$ cat src/rtl/uart_tx_sched.sv
// Round-robin scheduler that lets NREQ requesters share one uart_xmtr.
// Each winner gets one LOAD strobe, and the next grant waits until its frame has been sent.
module uart_tx_sched #(
    parameter int NREQ         = 4,
    parameter int WD_SIZE      = 8,
    parameter int CLKS_PER_BIT = 16
) (
    input  logic                    clk,
    input  logic                    rst,
    input  logic                    en_i,
    input  logic [NREQ-1:0]         req_i,
    input  logic [NREQ*WD_SIZE-1:0] data_i,
    output logic [NREQ-1:0]         ack_o,
    output logic [NREQ-1:0]         gnt_o,
    output logic                    load_xmt_o,
    output logic [WD_SIZE-1:0]      bus_data_o,
    output logic                    busy_o
);

    localparam int FRAME_CYC = CLKS_PER_BIT * (WD_SIZE + 2);
    localparam int PW        = (NREQ > 1) ? $clog2(NREQ) : 1;
    localparam int CW        = $clog2(FRAME_CYC + 1);

    typedef enum logic [1:0] {S_IDLE, S_LOAD, S_WAIT} state_t;

    state_t              r_state, w_state_nxt;
    logic [PW-1:0]       r_ptr, w_ptr_nxt;
    logic [CW-1:0]       r_cnt, w_cnt_nxt;
    logic [WD_SIZE-1:0]  r_word, w_word_nxt;
    logic [NREQ-1:0]     w_ack_nxt, w_gnt_nxt;
    logic                w_load_nxt;
    logic [WD_SIZE-1:0]  w_bus_nxt;
    logic                w_found;
    logic [PW-1:0]       w_idx;
    logic [WD_SIZE-1:0]  w_slice;
    int                  w_j;

    // Search upward from r_ptr, wrapping at NREQ, for the first pending request.
    always_comb begin
        w_found = 1'b0;
        w_idx   = '0;
        w_j     = 0;
        for (int i = 0; i < NREQ; i++) begin
            w_j = int'(r_ptr) + i;
            if (w_j >= NREQ) w_j = w_j - NREQ;
            if (!w_found && req_i[w_j]) begin
                w_found = 1'b1;
                w_idx   = PW'(w_j);
            end
        end
        w_slice = data_i[int'(w_idx)*WD_SIZE +: WD_SIZE];
    end

    always_comb begin
        w_state_nxt = r_state;
        w_ptr_nxt   = r_ptr;
        w_cnt_nxt   = r_cnt;
        w_word_nxt  = r_word;
        w_ack_nxt   = '0;
        w_gnt_nxt   = gnt_o;
        w_load_nxt  = 1'b0;
        w_bus_nxt   = '0;
        case (r_state)
            S_IDLE: begin
                w_gnt_nxt = '0;
                if (en_i && w_found) begin
                    w_state_nxt = S_LOAD;
                    w_word_nxt  = w_slice;
                    w_ptr_nxt   = (int'(w_idx) == NREQ - 1) ? '0 : w_idx + PW'(1);
                    w_ack_nxt   = NREQ'(1) << w_idx;
                    w_gnt_nxt   = NREQ'(1) << w_idx;
                    w_load_nxt  = 1'b1;
                    w_bus_nxt   = w_slice;
                end
            end
            S_LOAD: begin
                w_state_nxt = S_WAIT;
                w_cnt_nxt   = CW'(FRAME_CYC - 1);
            end
            S_WAIT: begin
                if (r_cnt == '0) begin
                    w_state_nxt = S_IDLE;
                    w_gnt_nxt   = '0;
                end else begin
                    w_cnt_nxt = r_cnt - CW'(1);
                end
            end
            default: begin
                w_state_nxt = S_IDLE;
                w_gnt_nxt   = '0;
            end
        endcase
    end

    always_ff @(posedge clk or posedge rst) begin
        if (rst) r_state <= S_IDLE;
        else     r_state <= w_state_nxt;
    end

    // The outputs are registered from the next-state values, so they line up with r_state.
    always_ff @(posedge clk or posedge rst) begin
        if (rst) begin
            r_ptr      <= '0;
            r_cnt      <= '0;
            r_word     <= '0;
            ack_o      <= '0;
            gnt_o      <= '0;
            load_xmt_o <= 1'b0;
            bus_data_o <= '0;
            busy_o     <= 1'b0;
        end else begin
            r_ptr      <= w_ptr_nxt;
            r_cnt      <= w_cnt_nxt;
            r_word     <= w_word_nxt;
            ack_o      <= w_ack_nxt;
            gnt_o      <= w_gnt_nxt;
            load_xmt_o <= w_load_nxt;
            bus_data_o <= w_bus_nxt;
            busy_o     <= (w_state_nxt != S_IDLE);
        end
    end

endmodule

$ cat config.mk
export PLATFORM = sky130hd
export DESIGN_NAME = uart_tx_sched
export DESIGN_NICKNAME = d
export VERILOG_FILES = /design/src/rtl/uart_tx_sched.sv
export SDC_FILE = /design/constraint.sdc
export NUM_CORES = 1
export LEC_CHECK = 0
export ABC_AREA = 1
export CORE_AREA = 3 3 71 73
export DETAILED_ROUTE_END_ITERATION = 8
export DIE_AREA = 0 0 74 76
export PLACE_DENSITY = 0.76
export SETUP_SLACK_MARGIN = 0.2
export SLEW_MARGIN = 15
export SYNTH_ARGS = -nofsm -noshare
export SYNTH_HDL_FRONTEND = slang
export SYNTH_SLANG_ARGS = --single-unit
$ cat constraint.sdc
create_clock -name clk -period 2.01 [get_ports clk]
set_input_delay 0.201 -clock clk [delete_from_list [all_inputs] [get_ports clk]]
set_output_delay 0.201 -clock clk [all_outputs]
set_load 0.01 [all_outputs]
==> results.md, run 1 <==
- The share of the yosys chip area belonging to registers is 40.1%.
- The detailed-placement wirelength estimate is 3.39 mm.
- In the post-synthesis netlist, the biggest area contributors are sky130_fd_sc_hd__dfrtp_1 40%, sky130_fd_sc_hd__nand2_1 16%, sky130_fd_sc_hd__nand3_1 8.5%.
- The number of endpoints with negative hold slack in the final report is 0.
- The initial core utilization is 42.5%.
- TritonCTS built the clock tree.
- The area of the mapped netlist is 1870 µm².
- For met1 alone, demand over resource in global routing was 18.8%.
- The number of nets handed over by synthesis was 301.
- The setup violation total in the final timing report is 0.
- The number of instances in the synthesized netlist is 257.
- The max-cap violation count is 0.
- For this run, the number of Yosys warnings is 0.
- At the end of the flow the core is filled with cells to 64.5%.
- The met2 layer usage reported by global route is 30.8%.
- The number of global-route vias before repair is 1896.
- The number of antenna diodes is 0.
- In this run, distinct cell masters in the synthesized netlist total 27.
- The aggregate global-route resource usage is 17.2%.
- After routing the design area is 2850 µm².
- Entering global routing, the biggest net connects 31 pins.
- In the final routed layout, each cell accounts on average for 12.5 µm.
- STA puts the critical path data required time at 2220 ps.
- The worst setup path is launched from a register.
- For the worst flop-to-flop path, the logic depth is 12.
- The floorplan has 24 rows.
- After detailed routing, the number of vias per cell comes to 4.95.
- Summed over its instances, the top area cell type makes up 40.1% of the synthesized netlist area.
- The number of CTS-inserted buffers is 5.
- The number of enable-type register cells in the synthesized netlist is 0.
- At the end of the flow, the number of nets in the layout was 382.
- The die covers 5620 µm².
- STA classifies the critical path endpoint as a register.
- Ranked by instance count, the synthesized netlist is headed by 79 x sky130_fd_sc_hd__nand2_1, 39 x sky130_fd_sc_hd__inv_1, 32 x sky130_fd_sc_hd__nand3_1.
- The most frequent cell on the critical path is sky130_fd_sc_hd__nand2_1.
- The met3 track utilization from global routing is 5.54%.
- CTS built an H-tree with a depth of 2.
- The relative max-transition margin is 74.7%.
- The post-route netlist has 23.4% of its cells at a drive strength greater than 1.
- The post-detailed-route DRC marker count is 0.
- The clock root buffer master is sky130_fd_sc_hd__clkbuf_8.
- The remaining global-route overflow is 0.
- At the placement stage, the worst setup path has a slack of -9.77 ps.
- The critical path in this run is classified as reg2reg.
- At the end of routability-driven placement, the weighted congestion stood at 0.872.
- The minimum clock period after layout is 1870 ps.
- The I/O pin count is 57.
- The async set-reset flop share out of synthesis is 100%.
- The first TritonRoute pass finished after 4 iterations.
- On the final layout, the worst clock skew is 7.17 ps.
- For the final routed database, the setup TNS stands at 0 ps.
- The die extent in x is 74 µm.
- The hold buffer count at CTS is 0.
- CTS saw 30 sinks.
- The total vias in the final route is 1929.
- sky130_fd_sc_hd__nand2_1 is the most common cell in the netlist.
- Among all flip-flop cells after synthesis, the most frequent one is sky130_fd_sc_hd__dfrtp_1.
- The cell taking the most area after synthesis is sky130_fd_sc_hd__dfrtp_1.
- The number of max-slew violations in the final report is 0.
- The run finished with clean final reports.
- The top fanout value on the critical path is 5.
- From synthesis to final layout, the design area changed by 51.9%.
- For the worst-skew pair, the clock arrives at the later sink with an insertion delay of 280 ps.
- The worst register-to-register path ends at r_ptr[1]$_DFFE_PP0P_.
- For this block, the initial DRC count from the detailed router was 59.
- After layout, the worst path uses 93.2% of the clock period.
- The count of nets left with antenna violations once routing finished came out at 0.
- Derived from the worst setup path, the maximum achievable clock frequency is 534 MHz.
- The slowest stage of the critical path belongs to the cell sky130_fd_sc_hd__dfrtp_2.
- After global routing, the most crowded layer is met2.
- The min-delay analysis places its worst path in the category in2async.
- Dividing total power by cell area gives a power density of 1680 nW/µm².
- The post-synthesis sequential element count is 30.
- The number of antenna violations at the first check in global routing came to 0.
- Setup repair after global routing could not meet its margin everywhere.
- The first global-routing pass estimated 7.69 mm of wire.
- The peak supply drop is 0.805 mV.
- The signal on the critical path passes through clkinvlp_4 > nand2_1 > nand2_1 > nand2_2 > nand2_2 > nor2_4 > nand4_1 > nand2_4 > clkinv_4 > ha_4 > nand2_1 > o21ai_1.
- The delay of the slowest cell on the worst path is 470 ps.
- The average instance area after synthesis is 7.29 µm².
- The data arrival time of the worst path is 2080 ps.
- The quantity of I/O buffers inserted on ports is 56.
- For this design the static power due to leakage is 1.41 nW.
- Summing all placed instances gives a cell area of 2540 µm².
- After clock tree synthesis, the clock-pin slew on the worst setup and hold paths is 60 ps.
- From bottom edge to top edge, the die measures 76 µm.
- The core area is 4410 µm².
- The start of the worst register-to-register path is r_ptr[0]$_DFFE_PP0P_.
- The slew at the pin closest to its max-slew limit is 380 ps.
- The worst setup slack after layout is 137 ps.
- The slack of the worst reg-to-reg path is 140 ps.
- The final layout contains routed wiring with a total length of 4.87 mm.
- The number of buffers on the longest clock path is 2.
- Fill cells in the final layout number 354.
-- registers in the layout (all words and copies together) (netlist names) --
register / flops
ack_o: 4
busy_o: 1
r_state: 2
bus_data_o: 8
r_cnt: 8
r_ptr: 2
load_xmt_o: 1
gnt_o: 4
-- layer usage --
metal	wire length (µm)	share of wire (%)	vias up
met5	0	0	-
met2	2530	52	65
met1	1940	40	883
met3	312	6.4	12
li1	-	-	969
met4	85	1.7	0
-- kinds of logic (layout without fill, tap and decap cells) --
logic type                 count (synthesis)  after routing  share of synthesized area [%]
and+or+nand+nor                          141            143                           35.0
buffers and inverters                     51            130                           12.3
DFF                                       30             30                           40.1
AOI/OAI and AO/OA                         29             29                           8.75
adders and majority gates                  5              5                           3.34
xor gates and xnor gates                   1              1                          0.467
-- power by group --
group	internal (mW)	leakage, nW	switching (mW)
combinational	1.45	0.995	1.94
clock	0.238	0.0383	0.209
sequential	0.802	0.376	0.135
total	2.49	1.41	2.28
-- cells in the final DEF (no fill, tap or decap), types with 2 or more instances in the layout --
cell                              instances
sky130_fd_sc_hd__nand2_1                 70
sky130_fd_sc_hd__clkdlybuf4s50_1         56
sky130_fd_sc_hd__inv_1                   34
sky130_fd_sc_hd__dfrtp_1                 28
sky130_fd_sc_hd__nand3_1                 27
sky130_fd_sc_hd__nand2_2                 18
sky130_fd_sc_hd__buf_4                   16
sky130_fd_sc_hd__nor2_1                  10
sky130_fd_sc_hd__a21oi_1                  8
sky130_fd_sc_hd__inv_2                    7
sky130_fd_sc_hd__nand3_2                  7
sky130_fd_sc_hd__o21ai_0                  7
sky130_fd_sc_hd__o21ai_1                  5
sky130_fd_sc_hd__nand2_4                  5
sky130_fd_sc_hd__clkbuf_8                 5
sky130_fd_sc_hd__buf_6                    5
sky130_fd_sc_hd__ha_1                     3
sky130_fd_sc_hd__nor2_4                   2
sky130_fd_sc_hd__nand4_1                  2
sky130_fd_sc_hd__inv_4                    2
sky130_fd_sc_hd__nand3_4                  2
sky130_fd_sc_hd__a21boi_0                 2
sky130_fd_sc_hd__clkbuf_1                 2
sky130_fd_sc_hd__dfrtp_2                  2
-- critical path: cells and delay by family, from the launching register on --
family / cells / cell delay [ps]
DFF: 1 / 470
and+or+nand+nor: 8 / 770
AOI/OAI and AO/OA: 1 / 70
adders and majority gates: 1 / 260
buffers and inverters: 2 / 240
-- per-stage QoR --
step / hold WS, ps / power [mW] / cells
global placement: 472 / 3.68 / 368
CTS: 301 / 4.39 / 380
floorplan: 292 / 2.91 / 257
finish: 296 / 4.77 / 390
detailed placement: 487 / 3.76 / 368
global route: 345 / 5.23 / 390
-- final cells by class --
class / count / area (µm²) / area share (%)
inverters: 44 / 175 / 6.15
clock buffers: 7 / 76.3 / 2.68
well taps: 52 / 65.1 / 2.29
repair inverters: 1 / 7.51 / 0.264
repair buffers: 78 / 757 / 26.6
multi-input cells: 178 / 1010 / 35.6
flip-flops and latches: 30 / 753 / 26.5
-- repair_timing --
action	4_1_cts	5_1_grt
setup buffers	4	8
resized for setup	9	32
cloned	1	2
pin swaps	2	7
endpoints found under the setup margin	22	26
-- how the worst max path moves through the flow --
stage          cells after the start                    to                  from  slack [ps]
6_report                          12  r_ptr[1]$_DFFE_PP0P_  r_ptr[0]$_DFFE_PP0P_         140
5_1_grt                           11  r_ptr[1]$_DFFE_PP0P_  r_ptr[0]$_DFFE_PP0P_          40
4_1_cts                           12  r_ptr[1]$_DFFE_PP0P_  r_ptr[0]$_DFFE_PP0P_         190
3_5_place_dp                      12  r_ptr[1]$_DFFE_PP0P_              req_i[1]         -10
3_3_place_gp                      12  gnt_o[2]$_DFFE_PP0P_              req_i[0]          80
2_1_floorplan                     12  gnt_o[2]$_DFFE_PP0P_  r_ptr[0]$_DFFE_PP0P_         220
(Power assumes the default switching activity.)
==> inputs of run 2 (changes only) <==
- GPL_ROUTABILITY_DRIVEN: unset -> 0
==> results of run 2 <==
The final DEF is identical to that of run 1; final timing and power are the same.
